===== config.mk =====
export PLATFORM = sky130hd
export DESIGN_NAME = locked_reg_read_port
export DESIGN_NICKNAME = d
export VERILOG_FILES = /design/src/rtl/locked_reg_pkg.sv /design/src/rtl/lock_access_check.sv /design/src/rtl/locked_reg_read_port.sv
export SDC_FILE = /design/constraint.sdc
export NUM_CORES = 1
export LEC_CHECK = 0
export CAP_MARGIN = 10
export CORE_ASPECT_RATIO = 1.1
export CORE_UTILIZATION = 27
export CTS_BUF_LIST = sky130_fd_sc_hd__clkbuf_16
export DETAILED_ROUTE_END_ITERATION = 16
export PLACE_DENSITY = 0.69
export SLEW_MARGIN = 25
export SYNTH_ARGS = -nofsm -noshare
export SYNTH_HDL_FRONTEND = slang
export SYNTH_SLANG_ARGS = --single-unit

===== constraint.sdc =====
create_clock -name Clk -period 1.8 [get_ports Clk]
set_input_delay 0.54 -clock Clk [delete_from_list [all_inputs] [get_ports Clk]]
set_output_delay 0.54 -clock Clk [all_outputs]
set_load 0.005 [all_outputs]

===== src/rtl/locked_reg_pkg.sv =====
// Shared types and constants for the lockable register bank access logic.
// Latency: n/a (package only).
// Backpressure: n/a.
package locked_reg_pkg;

    // Read-port sequencer states
    typedef enum logic [1:0] {
        IDLE  = 2'd0,
        FETCH = 2'd1,
        RESP  = 2'd2
    } state_t;

    // Violation telemetry counter width and saturation value
    localparam int                    VIOL_CNT_W   = 8;
    localparam logic [VIOL_CNT_W-1:0] VIOL_CNT_MAX = 8'hFF;

    // Registers 4..7 hold secrets in the default bank layout
    localparam logic [7:0] SECRET_MASK_DEFAULT = 8'hF0;

endpackage


===== src/rtl/lock_access_check.sv =====
// Access policy for one register index: scan, range and lock/debug checks.
// Latency: purely combinational, zero cycles.
// Backpressure: none; evaluated whenever the caller samples it.
//
// Ports:
//   addr           register index under test
//   lock_status    per-register lock bits from the bank
//   scan_mode      scan active, every access is denied
//   debug_unlocked debug authorisation, overrides lock on secret registers
//   deny           access must be refused
//   count_viol     refusal is a security event (scan or lock), not a range error
//   oob            index is beyond the populated bank
module lock_access_check
    import locked_reg_pkg::*;
#(
    parameter int                    NUM_REGS    = 8,
    parameter int                    ADDR_W      = 3,
    parameter logic [NUM_REGS-1:0]   SECRET_MASK = NUM_REGS'(SECRET_MASK_DEFAULT)
) (
    input  logic [ADDR_W-1:0]   addr,
    input  logic [NUM_REGS-1:0] lock_status,
    input  logic                scan_mode,
    input  logic                debug_unlocked,
    output logic                deny,
    output logic                count_viol,
    output logic                oob
);

    logic lock_hit;

    // Index decoded by compare so an out-of-range addr never indexes the vectors
    always_comb begin
        lock_hit = 1'b0;
        for (int i = 0; i < NUM_REGS; i++) begin
            if (addr == ADDR_W'(i)) begin
                lock_hit = SECRET_MASK[i] && lock_status[i] && !debug_unlocked;
            end
        end
    end

    assign oob        = (int'(addr) >= NUM_REGS);
    assign deny       = scan_mode || oob || lock_hit;
    // Range errors are bus mistakes rather than attacks, so they are not counted
    assign count_viol = scan_mode || lock_hit;

endmodule


===== src/rtl/locked_reg_read_port.sv =====
// Read responder for the lockable config bank: select register, apply policy, count denials.
// Latency: accept at edge N, response registered at edge N+1, visible to consumer at edge N+2.
// Backpressure: one request in flight; req_ready low until the response handshake completes.
//
// Ports:
//   Clk, resetn                       clock (rising edge), async active-low reset
//   req_valid/req_ready/req_addr      read request handshake
//   rsp_valid/rsp_ready/rsp_data/err  read response handshake, data 0 on error
//   reg_data                          flattened bank contents, reg i at [i*DATA_W +: DATA_W]
//   lock_status                       per-register lock bits
//   scan_mode, debug_unlocked         access policy controls
//   clr_viol                          clears the telemetry counter and sticky flag
//   viol_count, viol_sticky           denied-read telemetry
module locked_reg_read_port
    import locked_reg_pkg::*;
#(
    parameter int                  NUM_REGS    = 8,
    parameter int                  DATA_W      = 16,
    parameter int                  ADDR_W      = 3,
    parameter logic [NUM_REGS-1:0] SECRET_MASK = NUM_REGS'(SECRET_MASK_DEFAULT)
) (
    input  logic                       Clk,
    input  logic                       resetn,
    input  logic                       req_valid,
    input  logic [ADDR_W-1:0]          req_addr,
    output logic                       req_ready,
    output logic                       rsp_valid,
    output logic [DATA_W-1:0]          rsp_data,
    output logic                       rsp_err,
    input  logic                       rsp_ready,
    input  logic [NUM_REGS*DATA_W-1:0] reg_data,
    input  logic [NUM_REGS-1:0]        lock_status,
    input  logic                       scan_mode,
    input  logic                       debug_unlocked,
    input  logic                       clr_viol,
    output logic [VIOL_CNT_W-1:0]      viol_count,
    output logic                       viol_sticky
);

    state_t              state;
    logic [ADDR_W-1:0]   addr_q;
    logic [DATA_W-1:0]   rd_data;
    logic                deny;
    logic                count_viol;
    logic                oob;

    lock_access_check #(
        .NUM_REGS    (NUM_REGS),
        .ADDR_W      (ADDR_W),
        .SECRET_MASK (SECRET_MASK)
    ) u_check (
        .addr           (addr_q),
        .lock_status    (lock_status),
        .scan_mode      (scan_mode),
        .debug_unlocked (debug_unlocked),
        .deny           (deny),
        .count_viol     (count_viol),
        .oob            (oob)
    );

    // Register select; out-of-range indices read as zero
    always_comb begin
        rd_data = '0;
        if (!oob) begin
            for (int i = 0; i < NUM_REGS; i++) begin
                if (addr_q == ADDR_W'(i)) begin
                    rd_data = reg_data[i*DATA_W +: DATA_W];
                end
            end
        end
    end

    // Ready is a pure state decode, so it never depends on request inputs
    assign req_ready = (state == IDLE);

    always_ff @(posedge Clk or negedge resetn) begin
        if (!resetn) begin
            state       <= IDLE;
            addr_q      <= '0;
            rsp_valid   <= 1'b0;
            rsp_data    <= '0;
            rsp_err     <= 1'b0;
            viol_count  <= '0;
            viol_sticky <= 1'b0;
        end else begin
            case (state)
                IDLE: begin
                    if (req_valid) begin
                        addr_q <= req_addr;
                        state  <= FETCH;
                    end
                end
                FETCH: begin
                    // Policy is sampled here only; later lock/debug changes leave the response alone
                    rsp_data  <= deny ? '0 : rd_data;
                    rsp_err   <= deny;
                    rsp_valid <= 1'b1;
                    state     <= RESP;
                end
                RESP: begin
                    // Scan entry scrubs a response still waiting for the consumer
                    if (scan_mode) begin
                        rsp_data <= '0;
                        rsp_err  <= 1'b1;
                    end
                    if (rsp_ready) begin
                        rsp_valid <= 1'b0;
                        state     <= IDLE;
                    end
                end
                default: state <= IDLE;
            endcase

            // Clear wins over a same-cycle denial
            if (clr_viol) begin
                viol_count  <= '0;
                viol_sticky <= 1'b0;
            end else if (state == FETCH && count_viol) begin
                viol_sticky <= 1'b1;
                if (viol_count != VIOL_CNT_MAX) begin
                    viol_count <= viol_count + 1'b1;
                end
            end
        end
    end

endmodule


==> impl_results.md <==
* Wire per inst at 15.3 um
* Routed wire length at roughly 7600 um
* PD cells at 1030 nW/um^2
* Gpl congestion at approximately 0.81
* Met3 WL at 478 um
* Area after DPL at between 4000 and 5000 um^2
* Status: finished clean
* Worst reg2reg path depth at 7
* Multiplexer share of the synthesized area at 40.7%
* DRT met1 WL at ~2600 um
* Fin area at 4550 um^2
* Pre-CTS WS at -0.481 ns
* Max Cap Viol at 0
* Combinational family with the most area after synthesis: multiplexers
* Seq/Total Area, Yosys at 34.4%
* ANT nets after route at 0
* I/O Pins at ~170
* DRC viols at 0
* Clock latency at the later pin of the worst-skew pair at 0.27 ns
* Async SR Flop Fraction at 100%
* Area leader, netlist: dfrtp_1
* Worst Hold Class: input pin to asynchronous set/reset pin
* Flop pwr share at 22.8%
* Final worst-path cycle share at 97.6%
* Flop2flop setup slack at roughly 0.070 ns
* H-Tree Depth at 2
* IO Port Bufs at between 150 and 200
* Antenna violations before repair at 0
* Drt via density at 4.84
* CP arrival at approximately 2.0 ns
* 1st-iter DRT viols at 33
* Synth Area in Simple Gates at roughly an eighth
* Area Overhead vs Synth at 95.2%
* Total die area at 9000 um^2
* Nets at 532
* GRT Overall Usage at 17.4%
* CTS tree: built
* Row count at 35
* Die width at about 91 um
* Req. time, crit path at 2.00 ns
* Post-DP HPWL at about 6300 um
* Clk Tree Root Cell: clkbuf_16
* Setup Skew at around 0.0038 ns
* Share of layout cells above drive strength 1 at about a quarter
* Synth Area in XOR/XNOR at 0%
* Startpoint Class: input pin
* Top Layer Used: met4
* Sw frac at 33.2%
* First-pass GRT wire length at between 10000 and 15000 um
* Start of the worst register-to-register path: viol_count[5]$_DFFE_PN0P_
* RR Endpoint: viol_count[4]$_DFFE_PN0P_
* Synth warn at 0
* Largest net degree at the start of global routing at 34
* Synth Register Bits at 32
* Worst Setup End Kind: flip-flop
* Register area at 803 um^2
* VDD IR max at 0.000382 V
* Multi-input gate area at 1490 um^2
* Net Count, Synth at 340
* Largest cells by area after synthesis: dfrtp_1, mux4_2, mux2i_1, nand2_1, o21ai_1
* Compound-Gate Fraction of Synth Area at 8.75%
* Num CTS Buffers at 5
* Crit-path max FO at 8
* Max Slew Vio Count at 0
* Num Clock Sinks at 32
* Antenna diodes at 0
* GR Overflow Total at 0
* Via count at 2403
* RSZ-0062 raised after global routing: no
* Length of routed met2 wiring at 4440 um
* Final hold violation count at 0
* Die Height at 99.4 um
* Max Clock Freq at 0.569 GHz
* Post-synth EDFFs at 0
* Fillers at around 700
* Initial DRT Pass Iterations at 4
* Crit path kind: input pin to flip-flop
* Starting Density at approximately 28%
* Tmin final at 1.76 ns
* Leakage at 1.91 nW
* Top-area cell type share of the netlist area at 34.4%
* Net Switching at 1.56 mW
* Clk buf depth at 2
* Slew HR at 78.3%
* Ys flop type: dfrtp_1
* Final Worst Setup Slack at 0.0439 ns
* Internal power at 3.13 mW
* Clock share of power at 16.8%
* Worst-Margin Slew at 0.326 ns
* Avg Inst Size Synth at 12.1 um^2
* Post-synthesis adder-cell area fraction at 0.537%
* Gate power share at between 60% and 70%
* Setup crit start: debug_unlocked
* Setup violators final at 0
* Worst-path clk slew at 0.05 ns
* Core Footprint at 8360 um^2
* Synth unique cells at 36
* Vias in the first global route at about 2.6k
* Top cells by count, synth: dfrtp_1, mux4_2, nand2_1
* Fin Hold WS at about 0.15 ns
* Synthesized area at 2330 um^2
* Mapped Cells at 193
==> what timing repair did <==
item | 4_1_cts | 5_1_grt
setup buffers | 1 | 2
gates resized for setup | 9 | 19
gates cloned | 0 | 0
setup endpoints to repair | 9 | 11
pin swaps | 10 | 2
hold buffers | 0 | 0
==> cell usage in the layout, fill, tap and decap left out, drive strengths merged, types with 5 or more instances in the layout <==
cell,count
dfrtp,32
mux2i,17
clkdlybuf4s50,156
clkbuf,5
dlygate4sd2,5
mux4,32
dlymetal6s2s,6
a21oi,10
mux2,5
buf,32
nor2b,6
inv,7
nand2,22
o21ai,16
==> worst max-delay path, cell delays in order <==
cell and delay, ns:
clkdlybuf4s50_1 0.42, inv_2 0.06, a31o_4 0.17, nand3_4 0.11
or4_4 0.54, a21oi_2 0.12
==> area by class of cell <==
type | instances | area share [%]
Sequential cell | 32 | 17.7
Clock inverter | 3 | 0.248
Tap cell | 111 | 3.05
Inverter | 5 | 0.413
Multi-Input combinational cell | 141 | 32.8
Clock buffer | 5 | 2.75
Timing Repair Buffer | 200 | 43.1
==> power groups by stage <==
stage	Sequential, mW	Clock [mW]	Combinational (mW)
after floorplan	1.03	0	1.79
after global placement	1.07	0	2.85
after detailed placement	1.07	0	2.87
after CTS	1.07	0.810	2.88
after global routing	1.10	0.850	3.08
final	1.07	0.789	2.83
==> worst max-delay path by stage <==
stage / slack (ns) / endpoint
floorplan: 0.09 / viol_count[1]$_DFFE_PN0P_
global placement: -0.46 / viol_count[5]$_DFFE_PN0P_
detailed placement: -0.48 / viol_count[4]$_DFFE_PN0P_
CTS: 0.00004 / viol_count[4]
global route: 0.0006 / viol_count[3]$_DFFE_PN0P_
finish: 0.04 / viol_count[3]$_DFFE_PN0P_
==> routing by layer <==
metal / vias to the layer above / GRT usage, %
met5: - / 0
met4: 0 / 4.47
met3: 10 / 4.36
met2: 106 / 34.5
met1: 1153 / 18.1
li1: 1134 / -
==> sequential cells by signal, summed over array words and instances, names as in the netlist <==
| register | count |
|---|---|
| rsp_valid | 1 |
| state | 2 |
| rsp_data | 16 |
| rsp_err | 1 |
| addr_q | 3 |
| viol_count | 8 |
| viol_sticky | 1 |
==> cells by family after synthesis <==
family	Yosys count
DFF	32
AOI/OAI and AO/OA	34
adders and majority gates	1
buffers and inverters	20
and+or+nand+nor	52
muxes	54
==> metrics by stage <==
| stage | std cells | utilization, % | setup TNS (ns) | power, mW |
|---|---|---|---|---|
| 2_1_floorplan | 193 | - | 0 | 2.82 |
| 3_3_place_gp | 486 | 51.7 | -6.66 | 3.92 |
| 3_5_place_dp | 486 | 51.7 | -7.15 | 3.94 |
| 4_1_cts | 495 | 53.5 | 0 | 4.76 |
| 5_1_grt | 497 | 54.4 | 0 | 5.02 |
| 6_report | 497 | 54.4 | 0 | 4.69 |
Note: power is estimated with default switching activity, not from simulation.
